### config.mk
export PLATFORM = sky130hd
export DESIGN_NAME = bcd_convert_seq
export DESIGN_NICKNAME = d
export VERILOG_FILES = /design/src/rtl/display_pkg.sv /design/src/rtl/bcd_digit_adjust.sv /design/src/rtl/bcd_convert_seq.sv
export SDC_FILE = /design/constraint.sdc
export NUM_CORES = 1
export LEC_CHECK = 0
export BUFFER_PORTS_ARGS = -buffer_cell sky130_fd_sc_hd__buf_2
export CAP_MARGIN = 25
export CORE_ASPECT_RATIO = 0.8
export CORE_UTILIZATION = 50
export CTS_BUF_LIST = sky130_fd_sc_hd__clkbuf_16
export DETAILED_ROUTE_END_ITERATION = 6
export HOLD_SLACK_MARGIN = 0.03
export PLACE_DENSITY = 0.7
export SYNTH_ARGS = -nofsm -noshare
export SYNTH_HDL_FRONTEND = slang
export SYNTH_SLANG_ARGS = --single-unit
### constraint.sdc
create_clock -name Clock -period 1.8 [get_ports Clock]
set_clock_uncertainty 0.05 [all_clocks]
set_input_delay 0.27 -clock Clock [delete_from_list [all_inputs] [get_ports Clock]]
set_output_delay 0.27 -clock Clock [all_outputs]
set_load 0.01 [all_outputs]
### src/rtl/display_pkg.sv
// Shared definitions for the display path: FSM encoding, BCD digit width,
// and elaboration-time helpers for sizing the converter.
package display_pkg;

  typedef enum logic {
    ST_IDLE  = 1'b0,
    ST_SHIFT = 1'b1
  } state_e;

  localparam int BCD_W = 4;

  // Width needed to hold 0..v-1, never less than one bit.
  function automatic int clog2_min1(input int v);
    int r;
    r = 0;
    while ((1 << r) < v) r++;
    return (r < 1) ? 1 : r;
  endfunction

  // True when DIGITS decimal digits can represent every WIDTH-bit value.
  function automatic bit digits_ok(input int width, input int digits);
    longint unsigned lim;
    longint unsigned p;
    lim = (64'd1 << width) - 64'd1;
    p   = 64'd1;
    for (int i = 0; i < digits; i++) p = p * 64'd10;
    return p > lim;
  endfunction

endpackage

### src/rtl/bcd_digit_adjust.sv
// One double-dabble correction cell: a digit of 5 or more gets +3 so the
// following left shift carries correctly into the next decimal digit.
module bcd_digit_adjust
  import display_pkg::*;
(
  input  logic [BCD_W-1:0] digit_i,
  output logic [BCD_W-1:0] digit_o
);

  assign digit_o = (digit_i >= 4'd5) ? digit_i + 4'd3 : digit_i;

endmodule

### src/rtl/bcd_convert_seq.sv
// Sequential binary-to-BCD converter (shift-add-3), one bit per cycle,
// with a start/busy/done handshake and a held result register.
module bcd_convert_seq
  import display_pkg::*;
#(
  parameter int WIDTH  = 8,
  parameter int DIGITS = 3
) (
  input  logic                    Clock,
  input  logic                    Resetn,
  input  logic                    start,
  input  logic [WIDTH-1:0]        bin,
  output logic                    busy,
  output logic                    done,
  output logic [4*DIGITS-1:0]     bcd
);

  localparam int BW = BCD_W * DIGITS;
  localparam int WW = BW + WIDTH;
  localparam int CW = clog2_min1(WIDTH);
  localparam logic [CW-1:0] LAST = CW'(WIDTH - 1);

  generate
    if (!digits_ok(WIDTH, DIGITS)) begin : g_bad_digits
      $error("bcd_convert_seq: DIGITS too small for WIDTH");
    end
  endgenerate

  state_e          state_q, state_d;
  logic [WW-1:0]   work_q, work_d;
  logic [CW-1:0]   count_q, count_d;
  logic [BW-1:0]   bcd_q, bcd_d;
  logic            done_q, done_d;
  logic [BW-1:0]   adj;
  logic [WW-1:0]   shifted;

  // BCD part lives above the binary part; every field is corrected in parallel.
  generate
    for (genvar gi = 0; gi < DIGITS; gi++) begin : g_adj
      bcd_digit_adjust u_adj (
        .digit_i (work_q[WIDTH + BCD_W*gi +: BCD_W]),
        .digit_o (adj[BCD_W*gi +: BCD_W])
      );
    end
  endgenerate

  assign shifted = {adj, work_q[WIDTH-1:0]} << 1;

  always_comb begin
    state_d = state_q;
    work_d  = work_q;
    count_d = count_q;
    bcd_d   = bcd_q;
    done_d  = 1'b0;
    case (state_q)
      ST_IDLE: begin
        if (start) begin
          work_d  = {{BW{1'b0}}, bin};
          count_d = '0;
          state_d = ST_SHIFT;
        end
      end
      ST_SHIFT: begin
        work_d  = shifted;
        count_d = count_q + 1'b1;
        if (count_q == LAST) begin
          bcd_d   = shifted[WW-1 -: BW];
          done_d  = 1'b1;
          state_d = ST_IDLE;
        end
      end
      default: state_d = ST_IDLE;
    endcase
  end

  always_ff @(posedge Clock or negedge Resetn) begin
    if (!Resetn) begin
      state_q <= ST_IDLE;
      work_q  <= '0;
      count_q <= '0;
      bcd_q   <= '0;
      done_q  <= 1'b0;
    end else begin
      state_q <= state_d;
      work_q  <= work_d;
      count_q <= count_d;
      bcd_q   <= bcd_d;
      done_q  <= done_d;
    end
  end

  assign busy = (state_q == ST_SHIFT);
  assign done = done_q;
  assign bcd  = bcd_q;

endmodule

==> results.toml <==
[floorplan]
design.die.area_mm2 = 0.00416
initial_utilization_pct = 54.7
chipHeight_um = 57.9
rows = 19
io_pins = 25
fp.coreArea_mm2 = 0.00357
fp.dieW_um = 71.8

[global_route]
global_route.usage.total_pct = 24.7
grt_pass1_vias = 1625
grt_start_max_net_pins = 38
grt_first_pass_wirelength_um = 7670
grt-ovfl-total = 0
grt_antenna_before_repair = 0

[synth]
synth_cells = 203
prevailing_post_synth_register_cell = "dfrtp_1"
netlist-cell-type-count = 37
yosysTopAreaCellShare_pct = 47.5
ys_warn_count = 0
ys_async_sr_fraction_pct = 100
synth_sequential_area_ratio_pct = 47.5
synth-edff-count = 0
synth.net_count = 222
synth.avg_cell_area_um2 = 9.61
synth_seq_cells = 37
post_synth_instance_area_mm2 = 0.00195
synth_top_area_cells = "dfrtp_1 47%, ha_1 5.1%, mux2i_1 5.1%"
synth_largest_area_cell = "dfrtp_1"

[timing]
fmax_ghz = 0.587
maxSlewHeadroom_pct = 68.3
setup_repair_after_global_routing_missed_its_margin = "false"
finalHoldViolations = 0
tcrit_tclk_final_pct = 94.6
tightest_slew_ps = 476
tns_ps = 0
setup_viol = 0
timing_max_transition_violations_final = 0
period_needed_ps = 1700

[worst_setup_path]
path_buf_inv = 1
ff2ff_setup_slack_ps = 100
path_max_fanout = 6
worstSetupEndpointType = "flip-flop"
r2r_end = "work_q[12]"
path_delay_family = "flip-flops"
timing.critical_path.cells = "inv_1 -> ha_1 -> nor2b_1 -> nor4_1 -> a311o_1"
crit_path_top_delay_cell = "dfrtp_1"
timing_worst_setup_path_type = "reg -> reg"
crit_path_max_incr_delay_ps = 420
r2r.worst_path.cells = 5
crit_required_ps = 1910
critical_path.reg2reg.startpoint = "work_q[8]"
wp_data_arrival_ps = 1810
worst_setup_path_start_kind = "flip-flop"

[placement]
total_instance_count_after_detailed_placement = 266
routabilityCongestion = 0.950
hpwlAfterDp_um = 3000
placed_cell_area_mm2 = 0.00214
io_buffer_count = 24

[job]
max_cap_violations = 0

[drt]
via_density_per_instance = 6.02
wl_per_cell_um = 16.2
total_length_of_routed_wires_um = 4480
antenna_violating_nets_post_route = 0
drt_drc_violations_left = 0
dr.pass1.iters = 5
detailroute.via_count = 1668
initialDrtViolationCount = 107

[power]
static-leakage-power_nw = 1.07
vdd_ir_drop_max_mv = 1.00
power_density_mw_per_mm2 = 1860
design_power_total_mw = 4.31

[layout]
drive_gt1_share_pct = 20.0
nets = 254
layout.cells.most_common = "dfrtp_1"
signed_area_change_from_the_synthesized_netlist_to_the_final_layout_pct = 18.6
final_cell_area_mm2 = 0.00231
leading_cell_types_in_the_layout_fill_and_taps_excluded = "36 x dfrtp_1, 25 x nand2_1, 24 x buf_2, 18 x nand3_1, 14 x o21ai_0"
layout.cells.non_filler = 277
n_antenna_cell = 0

[cts]
cts_root_buffer = "clkbuf_16"
clk_latency_ps = 280
numCtsBuffers = 5
tritoncts_num_sinks = 37
clk_pin_slew_worst_paths_ps = 50
cts.htree.levels = 2
tritoncts_clock_tree = "built"
cts.path.max_buffers = 2

[hold_path]
min_path_cells = 3
timing.hold.worst_endpoint = "work_q[0]"
min_path_type = "in -> reg"
hold_path.startpoint = "bin[0]"

[run_status]
run_status = "completed"
==> worst max path at each step <==
stage | start | to | depth (start not counted)
final | work_q[8] | work_q[12] | 5
after global routing | work_q[8] | work_q[10] | 5
after CTS | count_q[0] | bcd[1] | 7
after detailed placement | count_q[0] | bcd[5] | 6
after global placement | work_q[12] | bcd[8] | 5
after floorplan | count_q[0] | bcd[10] | 7
==> routing by layer <==
metal  GRT usage [%]  vias to the layer above  part of all wire (%)
met5               0                        -                     0
met4            12.0                        0                   2.7
met3            7.13                       16                   4.6
met2            38.3                       53                    47
met1            32.2                      797                    45
li1                -                      802                     -
==> where the power goes <==
| group | internal [mW] | switching (mW) |
|---|---|---|
| clock network | 0.495 | 0.321 |
| logic | 0.846 | 1.13 |
| registers | 1.20 | 0.316 |
==> what timing repair did <==
action,CTS,global route
endpoints found under the hold margin,37,0
hold buffers,1,0
endpoints found under the setup margin,1,6
setup buffers,3,0
resized for setup,1,2
==> logic make-up after synthesis <==
kind of cell | share of synthesized area, %
AO/OA/AOI/OAI | 18.0
adder cells (fa/ha/maj) | 5.13
buffers and inverters | 5.07
flip-flops | 47.5
multiplexers | 5.13
AND/OR/NAND/NOR | 19.2
==> sequential cells by signal, summed over array words and instances (netlist names) <==
register and cells:
work_q 20, bcd 12, count_q 3, busy 1
done 1
==> worst reg2reg max path: stages (launching register included) <==
cell and delay [ps]:
dfrtp_1 420, inv_1 150, ha_1 270, nor2b_1 270, nor4_1 90, a311o_1 340
==> metrics by stage <==
step                      setup slack (ps)  hold WS [ps]  util (%)
after global placement                 140           289      60.0
after CTS                             28.5           196      64.8
after floorplan                        226         -75.6         -
final                                 97.7           193      64.9
after global routing                  7.14           214      64.9
after detailed placement             -4.82           294      60.0
==> cells in the mapped netlist, types with 4 or more instances <==
master / instances
buf_2: 4
clkbuf_1: 7
o21ai_0: 14
o2111ai_1: 7
ha_1: 8
dfrtp_1: 37
nor2b_1: 6
nand2_1: 26
inv_1: 13
mux2i_1: 10
nand3_1: 18
a21oi_1: 4
nor3b_1: 5
==> cell type report <==
class	instances	area [um^2]
clock inverters	2	7.51
well taps	42	52.6
multi-input cells	141	928
fillers	280	1250
clock buffers	5	125
repair buffers	37	220
inverters	13	52.6
flip-flops and latches	37	927
Power figures use the tool's default switching activity.
